$ cat config.mk
export PLATFORM = sky130hd
export DESIGN_NAME = clk_div_ctrl
export DESIGN_NICKNAME = d
export VERILOG_FILES = /design/src/rtl/clk_div_ctrl.sv
export SDC_FILE = /design/constraint.sdc
export NUM_CORES = 1
export LEC_CHECK = 0
export CORE_ASPECT_RATIO = 1.5
export CORE_MARGIN = 4
export CORE_UTILIZATION = 55
export CTS_CLUSTER_SIZE = 8
export DETAILED_ROUTE_END_ITERATION = 6
export PLACE_DENSITY = 0.89
export REMOVE_ABC_BUFFERS = 1
export SLEW_MARGIN = 20
export SYNTH_ARGS = -nofsm -noshare
export SYNTH_HDL_FRONTEND = slang
export SYNTH_SLANG_ARGS = --single-unit
export TNS_END_PERCENT = 10
$ cat constraint.sdc
create_clock -name clk -period 3.05 [get_ports clk]
set_input_delay 0.61 -clock clk [delete_from_list [all_inputs] [get_ports clk]]
set_output_delay 0.61 -clock clk [all_outputs]
set_load 0.02 [all_outputs]
$ cat src/rtl/clk_div_ctrl.sv
// Divider-update controller: arbitrates two requesters, waits for the divided clock to be low,
// applies the new divide value with a one-cycle divider reset, settles, then acks.
// Optional WAIT_LOW watchdog is enabled by defining CLK_DIV_CTRL_TIMEOUT_EN.
module clk_div_ctrl #(
    parameter int unsigned SETTLE_CYC = 4,
    parameter logic [3:0]  RESET_DIV  = 4'd2
) (
    input  logic       clk,
    input  logic       rst_n,
    input  logic [1:0] req,
    input  logic [3:0] div0,
    input  logic [3:0] div1,
    input  logic       clk_div_mon,
    output logic [1:0] gnt,
    output logic [1:0] ack,
    output logic [3:0] div_cfg,
    output logic       div_rst,
    output logic       busy,
    output logic       timeout
);

    typedef enum logic [2:0] {
        IDLE     = 3'd0,
        WAIT_LOW = 3'd1,
        APPLY    = 3'd2,
        SETTLE   = 3'd3,
        DONE     = 3'd4
    } state_e;

    localparam logic [3:0] SETTLE_LAST = 4'(SETTLE_CYC - 1);

    state_e     state_q;
    logic       rr_q;
    logic [3:0] val_q;
    logic [3:0] settle_cnt_q;
    logic [1:0] gnt_q;
    logic [1:0] ack_q;
    logic [3:0] div_cfg_q;
    logic       div_rst_q;
    logic       busy_q;

    logic       pick_d;
    logic [3:0] req_val_d;
    logic [3:0] val_d;
    logic [1:0] gnt_d;
    logic       apply_d;

`ifdef CLK_DIV_CTRL_TIMEOUT_EN
    localparam logic [4:0] WAIT_LAST = 5'd31;
    logic [4:0] wait_cnt_q;
    logic       timeout_q;
    logic       wd_expired_d;
    assign timeout = timeout_q;
`else
    assign timeout = 1'b0;
`endif

    // A lone requester wins outright; the round-robin pointer only breaks ties.
    always_comb begin
        pick_d = rr_q;
        if (req == 2'b01) begin
            pick_d = 1'b0;
        end else if (req == 2'b10) begin
            pick_d = 1'b1;
        end
        req_val_d = pick_d ? div1 : div0;
        val_d     = (req_val_d < 4'd2) ? 4'd2 : req_val_d;
        gnt_d     = pick_d ? 2'b10 : 2'b01;
`ifdef CLK_DIV_CTRL_TIMEOUT_EN
        wd_expired_d = clk_div_mon && (wait_cnt_q == WAIT_LAST);
        apply_d      = !clk_div_mon || wd_expired_d;
`else
        apply_d      = !clk_div_mon;
`endif
    end

    always_ff @(posedge clk or negedge rst_n) begin
        if (!rst_n) begin
            state_q      <= IDLE;
            rr_q         <= 1'b0;
            val_q        <= RESET_DIV;
            settle_cnt_q <= '0;
            gnt_q        <= 2'b00;
            ack_q        <= 2'b00;
            div_cfg_q    <= RESET_DIV;
            div_rst_q    <= 1'b0;
            busy_q       <= 1'b0;
`ifdef CLK_DIV_CTRL_TIMEOUT_EN
            wait_cnt_q   <= '0;
            timeout_q    <= 1'b0;
`endif
        end else begin
            ack_q     <= 2'b00;
            div_rst_q <= 1'b0;
            case (state_q)
                IDLE: begin
                    if (req != 2'b00) begin
                        // Pointer moves on every grant, including uncontested ones.
                        rr_q   <= ~rr_q;
                        val_q  <= val_d;
                        gnt_q  <= gnt_d;
                        busy_q <= 1'b1;
`ifdef CLK_DIV_CTRL_TIMEOUT_EN
                        wait_cnt_q <= '0;
                        timeout_q  <= 1'b0;
`endif
                        if (val_d == div_cfg_q) begin
                            state_q <= DONE;
                            ack_q   <= gnt_d;
                        end else begin
                            state_q <= WAIT_LOW;
                        end
                    end
                end
                WAIT_LOW: begin
                    if (apply_d) begin
                        state_q   <= APPLY;
                        div_cfg_q <= val_q;
                        div_rst_q <= 1'b1;
`ifdef CLK_DIV_CTRL_TIMEOUT_EN
                        if (wd_expired_d) begin
                            timeout_q <= 1'b1;
                        end
                    end else begin
                        wait_cnt_q <= wait_cnt_q + 5'd1;
`endif
                    end
                end
                APPLY: begin
                    state_q      <= SETTLE;
                    settle_cnt_q <= SETTLE_LAST;
                end
                SETTLE: begin
                    if (settle_cnt_q == 4'd0) begin
                        state_q <= DONE;
                        ack_q   <= gnt_q;
                    end else begin
                        settle_cnt_q <= settle_cnt_q - 4'd1;
                    end
                end
                DONE: begin
                    state_q <= IDLE;
                    gnt_q   <= 2'b00;
                    busy_q  <= 1'b0;
                end
                default: begin
                    state_q <= IDLE;
                    gnt_q   <= 2'b00;
                    busy_q  <= 1'b0;
                end
            endcase
        end
    end

    assign gnt     = gnt_q;
    assign ack     = ack_q;
    assign div_cfg = div_cfg_q;
    assign div_rst = div_rst_q;
    assign busy    = busy_q;

endmodule

==> results.toml <==
[run_status]
outcome = "finished clean"

[cts]
cts_made_buffers = 3
postCtsSetupBuffers = 0
cts.sinks = 22
path_clk_slew_ns = 0.12
clockBufferDepth = 2
cts_resized = 0
hold_buffers = 0
htreeDepth = 1
root_buffer = "clkbuf_4"
clock_latency_ns = 0.33
cts_tree = "done"

[timing]
slew_headroom_pct = 35.8
finalHoldViolCount = 0
setup_viol = 0
tightestPinTransition_ns = 0.959
tns_ns = 0
timing.final.crit_share_pct = 80.5
rsz0062_at_grt = "no"
skew_ns = 0.00290
slew_violations = 0
max_clock_freq_mhz = 407
hold_ws_ns = 0.505
period_needed_ns = 2.46

[yosys]
synth_top_family_by_area = "compound AO/OA/AOI/OAI gates"
yosysMostFrequentCell = "dfrtp_1"
yosysTopAreaCell = "dfrtp_1"
ys_warn_count = 0
synth_xor_area_share_pct = 4.20
synth_area_leaders = "dfrtp_1 40%, nand2_1 5.1%, dfstp_2 4.2%"
syn_inst = 135
ys_ff_latch = 22
synthTopCellsByCount = "20 x dfrtp_1, 17 x nand2_1, 10 x nor2_1, 9 x o21ai_0"
yosys.area_share.simple_pct = 20.0
postSynthAreaPerCell_um2 = 9.26
yosys.area_share.adder_pct = 2.00
yosys-mux-area-fraction_pct = 4.20
synth-edff-count = 0
synth_top_area_share_pct = 40.0
ys_types = 43
synth_compound_area_share_pct = 20.5
yosysSeqAreaShare_pct = 44.2
synth_area_um2 = 1250
ys.flop_type = "dfrtp_1"
postSynth.asyncResetShare_pct = 100

[detailed_routing]
vias_per_cell = 5.86
num_vias = 1043
drt_first_pass_iters = 4
wl_um = 2900
drt_iter0_drc = 29
ant_nets = 0
wl_per_cell_um = 16.3
drc = 0

[power_and_ir_drop]
powerDensity_nw_per_um2 = 994
irDropWorstVdd_mv = 0.701
p_leak_nw = 0.662

[place]
dpl_cell_area_um2 = 1470
place_congestion = 0.819
hpwl_um = 2130
dp_cells = 174
io_buffers = 22

[layout]
fin_cells = 178
num-nets-final = 172
antenna_cells = 0
syn_to_final_growth_pct = 21.9
drive_gt1_share_pct = 10.9
final_util_pct = 72.5
fin_area_um2 = 1520

[floorplanning]
die_area_um2 = 3120
start_util_pct = 59.5
row_count = 20
die_h_um = 66.4
ioPinCount = 24
core_um2 = 2100
die_w_um = 46.9

[global_route]
grt_pass1_wl_um = 4970
antenna_found_initial = 0
grt_max_degree = 23
track_usage_pct = 22.7
grt_pass1_vias = 1124
grt-ovfl-total = 0

[setup_path]
crit_buf_inv = 1
crit_fanout = 9
max_stage_delay_ns = 0.54
critPathKind = "input pin to register"
cp_data_arrival_time_ns = 2.70
critPathRequiredTime_ns = 3.29
worst_path_max_delay_cell = "clkdlybuf4s50_1"
start_kind = "input pin"
crit_family = "compound AO/OA/AOI/OAI gates"
cp-end-kind = "register"
path_cells = "clkdlybuf4s50_1 -> nor2b_2 -> a21oi_2 -> mux2i_1 -> xor2_1 -> a22oi_1 -> o31ai_2"

[min_path]
hp-class = "register to register"

[job]
drv_cap = 0
-- report_power, final --
| part | internal (mW) | total [mW] | switching [mW] | leakage [nW] |
|---|---|---|---|---|
| registers | 0.427 | 0.568 | 0.141 | 0.270 |
| clock network | 0.133 | 0.229 | 0.0960 | 0.0279 |
| logic | 0.325 | 0.717 | 0.392 | 0.364 |
| total | 0.885 | 1.51 | 0.629 | 0.662 |
-- through the flow --
stage / setup slack (ns) / total power [mW]
2_1_floorplan: 1.06 / 1.03
3_3_place_gp: 0.326 / 1.25
3_5_place_dp: 0.282 / 1.28
4_1_cts: 0.600 / 1.52
5_1_grt: 0.413 / 1.63
6_report: 0.594 / 1.51
-- layout by cell type (no fill, tap or decap), types with 3 or more instances in the layout --
cell             netlist  final
nor2_1                10     10
a21oi_1                8      8
dfrtp_1               20     20
nand2_1               17     17
xor2_1                 4      4
mux2i_1                3      3
nor3_1                 7      7
clkbuf_4               0      3
o21ai_0                9      9
clkdlybuf4s50_1        0     22
inv_1                  8      8
-- state kept, by name, indices dropped and copies added (netlist names) --
signal and flops:
ack 2, busy 1, div_cfg 4, div_rst 1, gnt 2, rr_q 1
settle_cnt_q 4, state_q 3, val_q 4
-- path summary, 6_finish.rpt --
kind	start	end	slack (ns)	cells past startpoint
min in group asynchronous	rst_n	settle_cnt_q[0]$_DFFE_PN0P_	0.80	1
min	val_q[0]$_DFFE_PN0P_	val_q[0]$_DFFE_PN0P_	0.51	2
max in group asynchronous	rst_n	div_cfg[0]$_DFFE_PN0P_	1.67	1
max reg2reg	rr_q$_DFFE_PN0P_	ack[0]$_DFF_PN0_	0.99	6
max	req[0]	ack[0]$_DFF_PN0_	0.59	7
min reg2reg	val_q[0]$_DFFE_PN0P_	val_q[0]$_DFFE_PN0P_	0.51	2
-- worst reg2reg max path, stage by stage (launching register included) --
cell and delay, ns:
dfrtp_1 0.55, nand2b_4 0.12, a21oi_2 0.28, mux2i_1 0.38
xor2_1 0.24, a22oi_1 0.13, o31ai_2 0.27
-- cells by family after synthesis --
family,Yosys count
AOI/OAI and AO/OA,37
xor gates and xnor gates,6
adders and majority gates,2
buffers and inverters,13
DFF,22
muxes,5
other,1
and+or+nand+nor,49
-- final cells by class --
cell class              count  area, µm²
clock inverters             1       30.0
repair buffers             22        220
flip-flops and latches     22        553
well taps                  22       27.5
multi-input cells         100        641
inverters                   8       30.0
fillers                   181        578
clock buffers               3       22.5
-- layer usage --
metal | GRT usage [%] | vias up | part of all wire [%]
met3 | 3.54 | 9 | 4.7
li1 | - | 512 | -
met5 | 0 | - | 0
met2 | 40.1 | 32 | 56
met4 | 12.5 | 0 | 3.6
met1 | 24.1 | 490 | 36
(Power assumes the default switching activity.)
==> edit 1 (config.mk and constraints unchanged) <==
Re-encode `state_e` (5 states) as one-hot, 5 bits wide.
--- a/src/rtl/clk_div_ctrl.sv
+++ b/src/rtl/clk_div_ctrl.sv
@@ -21,8 +21,8 @@
 
-    typedef enum logic [2:0] {
-        IDLE     = 3'd0,
-        WAIT_LOW = 3'd1,
-        APPLY    = 3'd2,
-        SETTLE   = 3'd3,
-        DONE     = 3'd4
+    typedef enum logic [4:0] {
+        IDLE     = 5'b00001,
+        WAIT_LOW = 5'b00010,
+        APPLY    = 5'b00100,
+        SETTLE   = 5'b01000,
+        DONE     = 5'b10000
     } state_e;
Behaviour: no difference found for any inputs over 10 cycles, from zero or initial values and one cycle with rst_n low; not proved beyond that.
==> edit 1 against the original RTL <==
Wire length decreased by 10%. Sequential cell count increased by 2. Final area shrank 1.4%. Power down 12%. Via count down 1.2%. Global-route usage down 2.7 points. Setup slack worse by 250 ps. Synthesized area is 2.0% lower. Critical endpoint is now state_q[4]$_DFFE_PN0P_. Largest cell class is now registers.
==> edit 1: results (changes against the original RTL) <==
Power and ir drop
  – Peak supply drop: 0.0006478 V (-7.6%)
  – Leakage: 0.6800 nW (+2.8%)

Detailed routing
  – Metal3 WL: 91 um (-34%)
  – Met2 wire length: 1422 um (-12%)
  – Drt wl/cell: 14.87 um (-8.8%)
  – First-iteration detailed-routing DRC count: 20 (-31%)
  – Post-DR vias/cell: 5.886 (+0.45%)
  – Metal-1 WL: 1041 um (-0.67%)

Logic synthesis
  – Synth cell types: 40 (-7.0%)
  – Seq/Total Area, Yosys: 49.34% (+5.1 points)
  – Area contributors post-synth: dfrtp_1 43%, dfstp_2 6.4%, nor2_1 4.3%, o21ai_0 4.1%, nand2_1 3.4%
  – Most frequent cells after synthesis: 21 x dfrtp_1, 14 x nor2_1, 11 x nand2_1
  – Mapped Cells: 127 (-5.9%)

Placement
  – Gpl congestion: 0.8210 (+0.29%)
  – Placed insts: 171 (-1.7%)
  – Hpwl dp: 2046 um (-4.1%)
  – Placement Setup Slack: 22.14 ps (-259.8 ps)

Timing
  – Max-slew headroom: 53.68% (+18 points)
  – Min Hold Slack: 503.1 ps (-2.279 ps)
  – Final WS setup: 342.8 ps (-251.0 ps)
  – Layout Skew: 2.137 ps (-0.7615 ps)

Global routing
  – Tot GR Track Use: 20.02% (-2.7 points)
  – Number of global-route vias before repair: 1086 (-3.4%)
  – Largest net degree at the start of global routing: 25 (+8.7%)
  – Global-route wire length before repair: 4526 um (-9.0%)

Outcome
  – Status: complete, no violations

Setup path
  – Cells on worst reg2reg path: 7 (+1)
  – Worst R2R Setup Slack: 850 ps (-140 ps)
  – CP endpoint: state_q[4]$_DFFE_PN0P_

Hold path
  – Hold Path Origin: val_q[3]$_DFFE_PN0P_
  – Hold path endpoint: val_q[3]$_DFFE_PN0P_

Finish
  – Ratio of cells with drive above 1 in the final layout: 9.150% (-1.7 points)
  – NumNets Final: 168 (-2.3%)
  – Cell Count, Final, Fillers Out: 175 (-1.7%)
[edit 1: cell types whose count changed in the layout (fill, tap and decap cells not counted), moves of 3 or more]
cell     change
nor3_1       -3
nand2_1      -6
nor2_1       +4
a21oi_1      -6
a22o_1       +3
or3_1        +3
nor2b_1      +3
[edit 1: routing by layer]
layer  up-vias  track usage, %
li1        502               -
met1       490           22.65
met2        32           35.34
met3         6           2.725
met4         0           8.897
met5         -               0
[edit 1: cell type report]
class                   instances  area [um2]
flip-flops and latches         24       604.3
multi-input cells              94       583.1
fillers                       169       574.3
repair buffers                 24       235.2
well taps                      22       27.53
clock buffers                   4       26.28
inverters                       7       26.28
[edit 1: per-stage QoR]
step / instance area, um2 / utilization, %
2_1_floorplan: 1214 / -
3_3_place_gp: 1476 / 71.08
3_5_place_dp: 1476 / 71.08
4_1_cts: 1503 / 72.35
5_1_grt: 1503 / 72.35
6_report: 1503 / 72.35
[edit 1: cell families after synthesis]
logic type,after synthesis,synth area share (%)
AOI/OAI and AO/OA,31,17.87
xor gates and xnor gates,6,4.291
adders and majority gates,1,1.021
buffers and inverters,9,3.065
DFF,24,49.34
muxes,3,2.656
other,1,0.3061
and+or+nand+nor,52,21.45
[edit 1: where the power goes]
| part | internal, mW | switching (mW) | total (mW) |
|---|---|---|---|
| Sequential | 0.455 | 0.109 | 0.563 |
| Combinational | 0.291 | 0.337 | 0.628 |
| Clock | 0.0510 | 0.0878 | 0.139 |
| Total | 0.797 | 0.534 | 1.33 |
[edit 1: worst max-delay path: stages]
cell             delay [ps]
clkdlybuf4s50_1         570
nor2b_1                 350
a21o_1                  180
mux2i_1                 360
a311oi_2                170
xnor2_1                 210
a31oi_1                 130
nor4_1                  320
==> edit 2 (same settings) <==
Made on the original files. The option `CLK_DIV_CTRL_TIMEOUT_EN` is turned on by a define.
--- a/src/rtl/clk_div_ctrl.sv
+++ b/src/rtl/clk_div_ctrl.sv
@@ -3,2 +3,4 @@
 // Optional WAIT_LOW watchdog is enabled by defining CLK_DIV_CTRL_TIMEOUT_EN.
+`define CLK_DIV_CTRL_TIMEOUT_EN
+
 module clk_div_ctrl #(
Formal check against the unedited RTL: no difference found for any inputs over 10 cycles, from zero or initial values and one cycle with rst_n low; that may be too few to reach the edited logic, so the function may still have changed.
==> edit 2 against the original RTL <==
Setup slack worse by 140 ps. Sequential power up 19%. Final area up 22%. Power up 11%. Synthesized area up 22%. Wire length up 13%. Sequential cell count up 6. Utilization down 3.0 points. Combinational power up 8.9%. Largest power group unchanged.
==> edit 2: results (changes against the original RTL) <==
Logic synthesis
  – Area contributors post-synth: dfrtp_1 43%, nand2_1 7.4%, nor2_1 4.9%, dfstp_2 3.5%, ha_1 3.3%
  – Seq/Total Area, Yosys: 46.22% (+2.0 points)
  – Mapped Cells: 162 (+20%)
  – Synth cell types: 44 (+2.3%)
  – Most frequent cells after synthesis: 30 x nand2_1, 26 x dfrtp_1, 20 x nor2_1

Detailed routing
  – Met2 wire length: 1712 um (+6.2%)
  – Metal-1 WL: 1337 um (+28%)
  – Post-DR vias/cell: 5.582 (-4.7%)
  – DR top layer: met4
  – First-iteration detailed-routing DRC count: 58 (+100%)
  – Metal3 WL: 133 um (-2.9%)
  – Final WL: 3280 um (+13%)

Placement
  – Hpwl dp: 2523 um (+18%)
  – Port bufs: 23 (+4.5%)
  – Placed insts: 221 (+27%)
  – Gpl congestion: 0.8992 (+9.8%)
  – DP Area: 0.001805 mm2 (+23%)

Global routing
  – Largest net degree at the start of global routing: 29 (+26%)
  – Global-route wire length before repair: 5609 um (+13%)
  – Tot GR Track Use: 19.77% (-3.0 points)
  – Number of global-route vias before repair: 1301 (+16%)

CTS
  – Clock transition at path regs: 90 ps (-30 ps)
  – Clock Tree Root: clkbuf_8
  – Worst-Skew Late Latency: 280 ps (-50 ps)

Outcome
  – Status: complete, no violations

Timing
  – Layout Skew: 5.536 ps (+2.637 ps)
  – Max-slew headroom: 55.27% (+19 points)

Power and ir drop
  – Int Pwr: 0.9846 mW (+11%)
  – Peak supply drop: 0.0005053 V (-28%)

Finish
  – Cell Count, Final, Fillers Out: 225 (+26%)
  – Ratio of cells with drive above 1 in the final layout: 10.11% (-0.79 points)
  – NumNets Final: 206 (+20%)

Setup path
  – Crit path DAT: 2760 ps (+60 ps)
  – Worst-path fanout max: 8 (-1)
  – Largest stage delay on the critical path: 630 ps (+90 ps)
[edit 2: changes by cell type in the layout (fill, tap and decap cells not counted), sizes merged, moves of 3 or more]
cell,unedited run,this run
a21oi,10,6
buf,0,3
a22oi,3,0
nand2,17,30
dfrtp,20,26
nor2,10,20
[edit 2: cell type report]
cell class,count,area (um2)
Fill cell,203,815.8
Multi-Input combinational cell,122,773.2
Sequential cell,28,703.2
Timing Repair Buffer,26,252.7
Clock buffer,4,55.05
Tap cell,37,46.29
Inverter,8,30.03
[edit 2: final timing paths]
path / startpoint / end / slack [ps] / depth (start not counted)
hold reg to reg: val_q[1]$_DFFE_PN1P_ / div_cfg[1]$_DFFE_PN1P_ / 470 / 2
max in group asynchronous: rst_n / div_cfg[1]$_DFFE_PN1P_ / 2060 / 2
min in group asynchronous: rst_n / settle_cnt_q[0]$_DFFE_PN0P_ / 690 / 2
setup / recovery: req[1] / state_q[0]$_DFFE_PN0P_ / 450 / 7
hold / removal: val_q[1]$_DFFE_PN1P_ / div_cfg[1]$_DFFE_PN1P_ / 470 / 2
setup reg to reg: wait_cnt_q[0]$_DFFE_PN0P_ / wait_cnt_q[0]$_DFFE_PN0P_ / 920 / 7
[edit 2: metal layers]
layer / up-vias / global-route usage, %
li1: 607 / -
met1: 602 / 23.96
met2: 37 / 33.43
met3: 10 / 3.080
met4: 0 / 10.18
met5: - / 0
[edit 2: critical path, delay by kind of cell]
family          cells  cell delay [ps]
xor+xnor            1              180
mux                 1              350
simple gates        1              220
buf+inv             1              630
compound gates      3              780
[edit 2: power groups by stage]
| stage | clock (mW) | combinational, mW | sequential, mW |
|---|---|---|---|
| after floorplan | 0 | 0.476 | 0.708 |
| after global placement | 0 | 0.747 | 0.668 |
| after detailed placement | 0 | 0.777 | 0.681 |
| after CTS | 0.231 | 0.786 | 0.673 |
| after global routing | 0.249 | 0.870 | 0.700 |
| final | 0.229 | 0.781 | 0.676 |
[edit 2: per-stage QoR]
| stage | setup WS, ps | total power [mW] |
|---|---|---|
| 4_1_cts | 453.7 | 1.690 |
| 6_report | 450.2 | 1.686 |
| 5_1_grt | 369.9 | 1.819 |
| 3_5_place_dp | 170.4 | 1.458 |
| 3_3_place_gp | 263.4 | 1.415 |
| 2_1_floorplan | 908.2 | 1.184 |
[edit 2: cell families after synthesis]
logic type                 synth area share (%)
AOI/OAI and AO/OA                         15.46
buffers and inverters                     2.960
muxes                                     3.536
DFF                                       46.22
xor gates and xnor gates                  5.592
and+or+nand+nor                           22.95
adders and majority gates                 3.290
